### src/rtl/regfile_wb_arbiter.sv
// ---------------------------------------------------------------------------
// regfile_wb_arbiter
//
// Purpose:
//   Shares the single register-file write port between two writeback
//   requesters: ALU results (alu_*) and load data returning from memory
//   (mem_*). One request is granted per cycle through valid/ready
//   handshakes. The granted write is registered and presented to the
//   register file on the following cycle. A one-hot mask of the register
//   being written is exported for hazard/stall logic.
//
// Parameters:
//   ARB_MODE  0 = round-robin on conflict
//             1 = mem priority, ALU wins a tie after MAX_WAIT lost cycles
//   MAX_WAIT  ARB_MODE=1 only, 1..15
//
// Optional feature:
//   REGFILE_ARB_STATS_EN  when defined, adds o_conflict_count, a saturating
//                         count of cycles in which both requesters are valid.
//
// Ports:
//   i_clk             clock, all state on the rising edge
//   i_rst             synchronous, active-low reset
//   i_alu_valid       ALU writeback request
//   o_alu_ready       ALU request granted this cycle (combinational)
//   i_alu_addr[4:0]   ALU destination register
//   i_alu_data[31:0]  ALU result
//   i_mem_valid       load writeback request
//   o_mem_ready       load request granted this cycle (combinational)
//   i_mem_addr[4:0]   load destination register
//   i_mem_data[31:0]  load data
//   o_wr_ena          register-file write enable (registered)
//   o_wr_addr[4:0]    register-file write address (registered)
//   o_wr_data[31:0]   register-file write data (registered)
//   o_pending[31:0]   one-hot of o_wr_addr when o_wr_ena=1, else 0
//   o_conflict_count  [15:0], only with REGFILE_ARB_STATS_EN
// ---------------------------------------------------------------------------
module regfile_wb_arbiter #(
    parameter int ARB_MODE = 0,
    parameter int MAX_WAIT = 3
) (
    input  logic        i_clk,
    input  logic        i_rst,
    input  logic        i_alu_valid,
    output logic        o_alu_ready,
    input  logic [4:0]  i_alu_addr,
    input  logic [31:0] i_alu_data,
    input  logic        i_mem_valid,
    output logic        o_mem_ready,
    input  logic [4:0]  i_mem_addr,
    input  logic [31:0] i_mem_data,
    output logic        o_wr_ena,
    output logic [4:0]  o_wr_addr,
    output logic [31:0] o_wr_data,
    output logic [31:0] o_pending
`ifdef REGFILE_ARB_STATS_EN
    ,
    output logic [15:0] o_conflict_count
`endif
);

    typedef enum logic {
        GRANT_ALU = 1'b0,
        GRANT_MEM = 1'b1
    } grant_e;

    localparam logic [3:0] LP_MAX_WAIT = 4'(MAX_WAIT);

    grant_e      r_last_grant;
    logic [3:0]  r_age;
    logic        r_wr_ena;
    logic [4:0]  r_wr_addr;
    logic [31:0] r_wr_data;

    logic        w_conflict;
    logic        w_alu_wins;
    logic        w_alu_xfer;
    logic        w_mem_xfer;
    logic        w_any_xfer;
    logic [4:0]  w_sel_addr;
    logic [31:0] w_sel_data;

    // Grant decision. Only the valids and arbitration state feed the readies,
    // never addr/data. Both readies are forced low while reset is asserted,
    // so requests presented during reset are ignored.
    always_comb begin
        w_conflict = i_alu_valid & i_mem_valid;
        if (ARB_MODE == 1) begin
            // Memory normally wins a tie; a starved ALU wins once it has
            // lost MAX_WAIT consecutive cycles.
            w_alu_wins = (r_age == LP_MAX_WAIT);
        end else begin
            w_alu_wins = (r_last_grant == GRANT_MEM);
        end
        w_alu_xfer = i_rst & i_alu_valid & (~w_conflict | w_alu_wins);
        w_mem_xfer = i_rst & i_mem_valid & (~w_conflict | ~w_alu_wins);
        w_any_xfer = w_alu_xfer | w_mem_xfer;
        w_sel_addr = w_alu_xfer ? i_alu_addr : i_mem_addr;
        w_sel_data = w_alu_xfer ? i_alu_data : i_mem_data;
    end

    // Registered write port and arbitration state. A transfer to x0 is
    // consumed like any other but never raises the write enable. With no
    // transfer, address and data hold so the register file sees a quiet bus.
    always_ff @(posedge i_clk) begin
        if (!i_rst) begin
            r_wr_ena     <= 1'b0;
            r_wr_addr    <= 5'd0;
            r_wr_data    <= 32'd0;
            r_last_grant <= GRANT_MEM;
            r_age        <= 4'd0;
        end else begin
            r_wr_ena <= w_any_xfer && (w_sel_addr != 5'd0);
            if (w_any_xfer) begin
                r_wr_addr <= w_sel_addr;
                r_wr_data <= w_sel_data;
            end

            // Round-robin history tracks every transfer, not just ties.
            if (w_alu_xfer) begin
                r_last_grant <= GRANT_ALU;
            end else if (w_mem_xfer) begin
                r_last_grant <= GRANT_MEM;
            end

            // Age counts consecutive cycles the ALU waited with valid high.
            if (!i_alu_valid || w_alu_xfer) begin
                r_age <= 4'd0;
            end else if (r_age != LP_MAX_WAIT) begin
                r_age <= r_age + 4'd1;
            end
        end
    end

`ifdef REGFILE_ARB_STATS_EN
    logic [15:0] r_conflict_count;

    // Counts cycles with both requesters valid, saturating at all-ones.
    always_ff @(posedge i_clk) begin
        if (!i_rst) begin
            r_conflict_count <= 16'd0;
        end else if (w_conflict && (r_conflict_count != 16'hFFFF)) begin
            r_conflict_count <= r_conflict_count + 16'd1;
        end
    end

    assign o_conflict_count = r_conflict_count;
`endif

    assign o_alu_ready = w_alu_xfer;
    assign o_mem_ready = w_mem_xfer;
    assign o_wr_ena    = r_wr_ena;
    assign o_wr_addr   = r_wr_addr;
    assign o_wr_data   = r_wr_data;
    assign o_pending   = r_wr_ena ? (32'd1 << r_wr_addr) : 32'd0;

endmodule

### config.mk
export PLATFORM = sky130hd
export DESIGN_NAME = regfile_wb_arbiter
export DESIGN_NICKNAME = d
export VERILOG_FILES = /design/src/rtl/regfile_wb_arbiter.sv
export SDC_FILE = /design/constraint.sdc
export NUM_CORES = 1
export LEC_CHECK = 0
export ABC_CLOCK_PERIOD_IN_PS = 3800
export CAP_MARGIN = 20
export CORE_MARGIN = 1
export CORE_UTILIZATION = 23
export DETAILED_ROUTE_END_ITERATION = 6
export GPL_ROUTABILITY_DRIVEN = 1
export PLACE_DENSITY_LB_ADDON = 0.05
export SETUP_SLACK_MARGIN = 0.05
export SYNTH_ARGS = -nofsm -noshare
export SYNTH_HDL_FRONTEND = slang
export SYNTH_SLANG_ARGS = --single-unit
### constraint.sdc
create_clock -name i_clk -period 3.8 [get_ports i_clk]
set_clock_uncertainty 0.05 [all_clocks]
set_input_delay 0.38 -clock i_clk [delete_from_list [all_inputs] [get_ports i_clk]]
set_output_delay 0.38 -clock i_clk [all_outputs]
set_load 0.02 [all_outputs]
==> qor.yml, run 1 <==
syn-cell-area_mm2: 0.002076
synth_top_area_share_pct: 37.61
drc: 0
port_buffers: 149
cts_sinks: 39
dpl.hpwl_mm: 5.373
status: "completed"
path_clk_slew_ns: 0.08
dieHeight_um: 97
whs_path_depth: 2
dr_total_vias: 2557
grt_max_degree: 39
switchingPower_mw: 0.3341
start_util_pct: 23.80
rrSetupSlack_ns: 2.26
cts_buffers: 5
dieWidth_um: 97
cts_tree: "yes"
synth_nets: 356
max_stage_delay_ns: 0.63
ys_seq_area_share_pct: 37.61
die_area_mm2: 0.009409
yosysTopAreaCell: "dfxtp_1"
maxSlewHeadroom_pct: 33.09
routedWlPerCell_um: 15.14
htreeDepth: 2
area_growth_pct: 78.60
clock_power_share_pct: 24.3
arrival_ns: 2.03
dr.pass1.iters: 4
r2r-start: "r_last_grant$_SDFFE_PN1P_"
std_cell_rows: 34
syn_avg_cell_area_um2: 7.467
grt-ovfl-total: 0
p_int_mw: 0.7535
crit_type: "register to output port"
r2r_cells: 4
rsz0062_at_grt: "no"
routed_via_density: 4.898
netSwitchingFraction_pct: 30.72
routed_wl_mm: 7.902
holdPathEnd: "o_wr_data[18]$_SDFFE_PN0P_"
crit_path_top_delay_cell: "clkdlybuf4s50_1"
post-route-min-period_ns: 2.459
worstSetupEndpointType: "output port"
min_path_type: "register to register"
p_leak_nw: 1.260
cts_resized: 0
finalPower_mw: 1.088
core_mm2: 0.008721
fmax_mhz: 406.6
first_global_vias: 2538
synth_area_leaders: "dfxtp_1 (38%), nand2_1 (15%), o311ai_0 (12%), nand3_1 (9.4%), o311ai_2 (6.3%)"
crit_path_max_fanout: 6
grt_pass1_wl_mm: 12.59
drive_gt1_share_pct: 5.314
drtIter0Drc: 76
timing.rr.end: "o_wr_data[21]$_SDFFE_PN0P_"
tightest_slew_ns: 1.001
cp.required_ns: 3.37
setup-violations-final: 0
gp_congestion: 0.7744
hp-start: "o_wr_data[18]$_SDFFE_PN0P_"
max-cap-violations: 0
seq_power_share_pct: 44.2
fillerInstances: 927
post-cts-setup-buffers: 0
cp-start-kind: "register"
clock_latency_ns: 0.28
boundaryPins: 150
crit_path_cell_trace: "nor2b_1 > nand3_1 > nor3_1 > clkdlybuf4s50_1"
tns_ns: 0
antenna_found_initial: 0
nets: 493
grt.total_usage_pct: 16.50
clock-root-buffer: "clkbuf_8"
p_per_area_mw_per_mm2: 293.4
yosys_warnings: 0
ctsHoldBuffers: 0
post-route-period-util_pct: 64.72
multi_input_area_mm2: 0.001175
ff_latch_area_um2: 780.7
yosysUniqueCellTypes: 20
ys_ff_latch: 39
synth_cells: 278
clockBufferDepth: 2
combPwrFrac_pct: 31.5
slew_viol_final: 0
finalHoldViolCount: 0
irDropWorstVdd_uv: 126.3
ant_nets: 0
antenna_cells: 0
## through the flow
step | worst slack [ns] | instance area [um2] | utilization (%) | instances | hold WS (ns)
2_1_floorplan | 1.842 | 2076 | - | 278 | 0.4179
3_3_place_gp | 1.319 | 3635 | 41.68 | 516 | 0.3968
3_5_place_dp | 1.334 | 3635 | 41.68 | 516 | 0.4071
4_1_cts | 1.321 | 3707 | 42.51 | 522 | 0.4267
5_1_grt | 1.184 | 3707 | 42.51 | 522 | 0.4417
6_report | 1.341 | 3707 | 42.51 | 522 | 0.4208
## worst max-delay path by stage
| stage | start | end | depth (start not counted) |
|---|---|---|---|
| 3_5_place_dp | i_rst | o_alu_ready | 5 |
| 6_report | o_wr_ena$_SDFF_PN0_ | o_pending[12] | 4 |
| 3_3_place_gp | i_rst | o_alu_ready | 5 |
| 4_1_cts | o_wr_addr[2]$_SDFFE_PN0P_ | o_pending[4] | 4 |
| 2_1_floorplan | o_wr_addr[3]$_SDFFE_PN0P_ | o_pending[8] | 4 |
| 5_1_grt | o_wr_ena$_SDFF_PN0_ | o_pending[12] | 4 |
## final cells by class
class                   count  area share (%)
clock buffers               6           1.957
well taps                 108           3.645
multi-input cells         213           31.69
flip-flops and latches     39           21.06
repair buffers            156           41.65
## logic make-up after synthesis
kind of cell    count (synthesis)  synth area share [%]
simple gates                  174                 37.07
flops                          39                 37.61
compound gates                 39                 19.17
buf+inv                        26                 6.148
## registers in the layout, indices dropped and copies added (netlist names)
| name | cells |
|---|---|
| o_wr_data | 32 |
| o_wr_addr | 5 |
| o_wr_ena | 1 |
| r_last_grant | 1 |
## cell usage in the layout (no fill, tap or decap), types with 2 or more instances in the layout
master / n
nor3_1: 10
clkdlybuf4s50_1: 149
nand3_1: 39
nand2_1: 81
o311ai_2: 8
nand2b_1: 7
nand4b_1: 2
buf_4: 7
o311ai_0: 28
and2_1: 2
dfxtp_1: 39
nor2_1: 28
clkbuf_8: 5
## power groups by stage
stage / clock [mW] / sequential, mW / combinational [mW]
after floorplan: 0 / 0.526 / 0.112
after global placement: 0 / 0.489 / 0.345
after detailed placement: 0 / 0.490 / 0.346
after CTS: 0.281 / 0.481 / 0.347
after global routing: 0.293 / 0.487 / 0.367
final: 0.265 / 0.480 / 0.343
## Yosys cell counts
cell and instances:
buf_2 12, buf_6 2, nand4_1 1, nor2_1 29, dfxtp_1 39, clkbuf_1 12, nor2b_1 1, nand2_1 81
o311ai_1 1, a22o_1 1, o311ai_2 8, o21ai_0 1, nor3_1 10, and3_1 1, nor3b_4 1, o311ai_0 28
nand4b_1 2, nand2b_1 7, and2_1 2, nand3_1 39
## per-layer routing
layer / global-route usage (%) / vias up / wire [um] / share of wire [%]
met2: 29.47 / 85 / 3892 / 49
met5: 0 / - / 0 / 0
met1: 19.27 / 1199 / 3447 / 44
met3: 4.841 / 5 / 504 / 6.4
met4: 3.789 / 0 / 57 / 0.72
li1: - / 1268 / - / -
## worst max-delay path: cells and delay by family (launching register included)
kind	cells	cell delay (ns)
DFF	1	0.44
and+or+nand+nor	3	0.67
buffers and inverters	1	0.63
No activity file was read; power rests on OpenSTA's default activity.
==> run 2, diff against run 1 <==
--- a/config.mk
+++ b/config.mk
@@ -5,7 +5,7 @@
 export SDC_FILE = /design/constraint.sdc
 export NUM_CORES = 1
 export LEC_CHECK = 0
-export ABC_CLOCK_PERIOD_IN_PS = 3800
+export ABC_CLOCK_PERIOD_IN_PS = 2400
 export CAP_MARGIN = 20
 export CORE_MARGIN = 1
 export CORE_UTILIZATION = 23
==> constraint.sdc (replaced) <==
create_clock -name i_clk -period 2.4 [get_ports i_clk]
set_clock_uncertainty 0.05 [all_clocks]
set_input_delay 0.24 -clock i_clk [delete_from_list [all_inputs] [get_ports i_clk]]
set_output_delay 0.24 -clock i_clk [all_outputs]
set_load 0.02 [all_outputs]
==> run 2 against run 1 <==
  * Die area did not move
  * Total power increased by 60%
  * Final cell count grew 1.1%
  * Worst hold slack worse by 0.0010 ns
  * Clock power increased by 63%
  * Via count down 0.98%
  * Global-route usage fell by 0.24 points
  * First-iteration DRC count up 3.9%
  * Critical path depth is the same
  * Register-to-register slack lost 1.3 ns
  * Critical path type unchanged
  * Highest routed layer unchanged
==> qor.yml, run 2 (same netlist as run 1, synthesis figures left out) <==
drtIter0Drc: 79
grt_max_degree: 39
maxSlewHeadroom_pct: 70.44
nets: 497
slew_viol_final: 0
start_util_pct: 23.80
grt.total_usage_pct: 16.25
ant_nets: 0
whs_ns: 0.4198
area_growth_pct: 80.83
dr_total_vias: 2532
fin_cells: 528
arrival_ns: 1.93
grt_pass1_wl_mm: 12.19
gp_congestion: 0.7826
cp.required_ns: 2.11
htreeDepth: 2
routed_wl_mm: 7.830
boundaryPins: 150
post-cts-setup-buffers: 0
drive_gt1_share_pct: 7.619
routed_via_density: 4.795
setup-violations-final: 0
dpl.cell_count: 520
antenna_cells: 0
dieWidth_um: 97
fmax_mhz: 451.2
p_per_area_mw_per_mm2: 464.3
die_area_mm2: 0.009409
path_clk_slew_ns: 0.07
first_global_vias: 2418
cp-start-kind: "register"
ff_latch_area_um2: 785.8
clock_latency_ns: 0.28
dpl.hpwl_mm: 5.505
core_mm2: 0.008721
clockBufferDepth: 2
worstSetupEndpointType: "output port"
post-route-period-util_pct: 92.36
final_common_cell: "clkdlybuf4s50_1"
fillerInstances: 916
status: "completed"
max-cap-violations: 0
cts_buffers: 5
cts_sinks: 39
utilization_pct: 43.04
port_buffers: 149
dieHeight_um: 97
irDropWorstVdd_uv: 227.6
antenna_found_initial: 0
multi_input_area_mm2: 0.001177
routedWlPerCell_um: 14.83
dr.pass1.iters: 4
cts_tree: "yes"
finalHoldViolCount: 0
min_path_type: "register to register"
layout_common_cells: "clkdlybuf4s50_1 (149), nand2_1 (81), nand3_1 (39), dfxtp_1 (35)"
cts_resized: 0
post-route-min-period_ns: 2.217
dpl_cell_area_mm2: 0.003665
grt-ovfl-total: 0
ctsHoldBuffers: 0
tightest_slew_ns: 0.4435
std_cell_rows: 34
crit_type: "register to output port"
tns_ns: 0
design_area_mm2: 0.003754
crit_path_max_fanout: 6
largest_reg_flops: 32
p_leak_nw: 1.287
rsz0062_at_grt: "no"
clock-root-buffer: "clkbuf_8"
drc: 0
run 2: changes by cell type in the layout (fill, tap and decap cells not counted), sizes merged:
cell	change
clkinv	+1
clkbuf	+1
buf	+4
run 2: metrics by stage:
step / power (mW) / worst slack (ns)
global route: 1.849 / 0.06440
floorplan: 1.010 / 0.5823
detailed placement: 1.328 / 0.3610
finish: 1.743 / 0.1835
global placement: 1.325 / 0.3961
CTS: 1.771 / 0.08904
run 2: cell type report:
type	count	share of cell area (%)
well taps	108	3.600
multi-input cells	213	31.37
clock inverters	1	0.1333
flip-flops and latches	39	20.93
repair buffers	160	41.93
clock buffers	7	2.033
run 2: worst max-delay path, stage by stage, from the launching register on:
cell and delay [ns]:
dfxtp_1 0.41, nor2b_2 0.25, nand3_1 0.18, nor3_1 0.17
clkdlybuf4s50_1 0.63
run 2: per-layer routing:
layer,share of wire (%),vias up,track usage (%)
li1,-,1268,-
met1,45,1164,20.04
met2,47,94,27.68
met3,6.9,6,4.841
met4,0.93,0,3.789
met5,0,-,0
run 2: final timing paths:
kind | from | end | slack, ns | depth (start not counted)
max | o_wr_ena$_SDFF_PN0_ | o_pending[12] | 0.18 | 4
min | o_wr_data[5]$_SDFFE_PN0P_ | o_wr_data[5]$_SDFFE_PN0P_ | 0.42 | 2
max reg2reg | r_last_grant$_SDFFE_PN1P_ | o_wr_data[25]$_SDFFE_PN0P_ | 0.92 | 4
min reg2reg | o_wr_data[5]$_SDFFE_PN0P_ | o_wr_data[5]$_SDFFE_PN0P_ | 0.42 | 2
run 2: report_power, final:
group	switching (mW)	total [mW]	internal, mW	leakage (nW)
Clock	0.228	0.432	0.204	0.0422
Combinational	0.255	0.548	0.294	0.918
Sequential	0.0505	0.762	0.712	0.327
==> run 3, diff against run 2 <==
--- a/config.mk
+++ b/config.mk
@@ -8,7 +8,7 @@
 export ABC_CLOCK_PERIOD_IN_PS = 2400
 export CAP_MARGIN = 20
 export CORE_MARGIN = 1
-export CORE_UTILIZATION = 23
+export CORE_UTILIZATION = 35
 export DETAILED_ROUTE_END_ITERATION = 6
 export GPL_ROUTABILITY_DRIVEN = 1
 export PLACE_DENSITY_LB_ADDON = 0.05
==> run 3 against run 2 <==
  * Final area shrank 1.4%
  * Maximum frequency grew 1.1%
  * Clock-buffer cell count shrank 1
  * Highest routed layer unchanged
  * Largest cell class unchanged
  * Critical path depth is the same
==> qor.yml, run 3 (same netlist as run 1, synthesis figures left out) <==
r2r-start: "r_last_grant$_SDFFE_PN1P_"
arrival_ns: 1.90
crit_path_top_delay_cell: "clkdlybuf4s50_1"
rrSetupSlack_ns: 0.91
maxSlewHeadroom_pct: 66.31
max-cap-violations: 0
cts_sinks: 39
dpl.hpwl_mm: 5.075
htreeDepth: 2
p_leak_nw: 1.297
cp.required_ns: 2.11
dieHeight_um: 79.01
path_clk_slew_ns: 0.07
hp-start: "o_wr_data[5]$_SDFFE_PN0P_"
timing.rr.end: "o_wr_data[23]$_SDFFE_PN0P_"
setup-violations-final: 0
worst-path-buf-inv: 1
drive_gt1_share_pct: 7.194
fmax_mhz: 456.1
tns_ns: 0
r2r_cells: 4
clock_latency_ns: 0.28
boundaryPins: 150
grt.total_usage_pct: 23.22
dieWidth_um: 79.01
std_cell_rows: 27
ant_nets: 0
antenna_cells: 0
post-route-min-period_ns: 2.193
grt-ovfl-total: 0
worst_slack_ns: 0.2074
clockBufferDepth: 2
post-route-period-util_pct: 91.36
holdPathEnd: "o_wr_data[5]$_SDFFE_PN0P_"
final_common_cell: "clkdlybuf4s50_1"
slew_viol_final: 0
irDropWorstVdd_uv: 306.2
largest_reg_flops: 32
cts_tree: "yes"
cts_buffers: 5
pre_cts_ws_ns: 0.2692
first_global_vias: 2311
p_per_area_mw_per_mm2: 462.1
design_area_mm2: 0.003702
routed_via_density: 5.249
clock-root-buffer: "clkbuf_8"
antenna_found_initial: 0
path_common_cell: "nand2b_1"
worstSetupEndpointType: "output port"
die_area_mm2: 0.006243
port_buffers: 149
dr_total_vias: 2567
ctsHoldBuffers: 0
routedWlPerCell_um: 14.47
grt_max_degree: 39
finalHoldViolCount: 0
drtIter0Drc: 137
start_util_pct: 37.01
min_path_type: "register to register"
crit_type: "register to output port"
gp_congestion: 0.7738
grt_pass1_wl_mm: 11.47
dpl_cell_area_mm2: 0.003620
cp-start-kind: "register"
max_stage_delay_ns: 0.63
crit_family: "buffers and inverters"
tightest_slew_ns: 0.5049
crit_path_cell_trace: "nand2b_1 > nand2b_1 > nor3_1 > clkdlybuf4s50_1"
core_mm2: 0.005608
drc: 0
nets: 496
area_growth_pct: 78.36
rsz0062_at_grt: "yes"
status: "completed"
dr.pass1.iters: 4
whs_path_depth: 2
crit_path_max_fanout: 11
layout_common_cells: "clkdlybuf4s50_1 (148), nand2_1 (81), nand3_1 (39), dfxtp_1 (35)"
routed_wl_mm: 7.074
whs_ns: 0.4118
-- run 3: cell count changes in the layout (fill, tap and decap cells not counted), sizes merged --
cell	delta
buf	-1
clkbuf	-1
clkdlybuf4s50	-1
clkinv	-1
dlymetal6s2s	+1
-- run 3: how the worst max path moves through the flow --
stage | start | to | slack [ns] | cells past startpoint
floorplan | o_wr_addr[3]$_SDFFE_PN0P_ | o_pending[8] | 0.58 | 4
global placement | i_rst | o_mem_ready | 0.29 | 4
detailed placement | i_rst | o_mem_ready | 0.27 | 4
CTS | o_wr_addr[2]$_SDFFE_PN0P_ | o_pending[4] | 0.07 | 4
global route | o_wr_addr[3]$_SDFFE_PN0P_ | o_pending[4] | 0.04 | 4
finish | o_wr_addr[3]$_SDFFE_PN0P_ | o_pending[4] | 0.21 | 4
-- run 3: power by group --
part           total [mW]  internal, mW  switching [mW]  leakage, nW
registers           0.762         0.712          0.0496        0.327
clock network       0.405         0.194           0.212       0.0371
logic               0.544         0.294           0.250        0.934
total                1.71          1.20           0.511         1.30
-- run 3: routing by layer --
layer | global-route usage, % | vias up | wire length, um
met4 | 6.545 | 0 | 112
met3 | 6.437 | 10 | 546
met2 | 37.84 | 109 | 3332
met1 | 29.86 | 1177 | 3082
li1 | - | 1271 | -
met5 | 0 | - | 0
-- run 3: repair_timing --
item | in CTS | in global routing
endpoints found under the hold margin | 0 | 0
resized for setup | 0 | 6
setup endpoints to repair | 0 | 12
buffers inserted | 0 | 0
-- run 3: stage by stage --
stage,utilization [%],total power [mW],cells
2_1_floorplan,-,1.010,278
3_3_place_gp,64.55,1.313,483
3_5_place_dp,64.55,1.319,483
4_1_cts,65.84,1.724,489
5_1_grt,66.02,1.805,489
6_report,66.02,1.711,489
-- run 3: cell type report --
| cell class | instances | area [um2] |
|---|---|---|
| fill | 511 | 1906 |
| timing repair buffer | 159 | 1582 |
| multi-input combinational | 213 | 1172 |
| sequential | 39 | 785.8 |
| tap | 72 | 90.09 |
| clock buffer | 6 | 72.57 |
-- run 3: worst min-delay path, stage by stage, from the launching register on --
cell      delay (ns)
dfxtp_1         0.33
nand2_1         0.05
o311ai_1        0.06
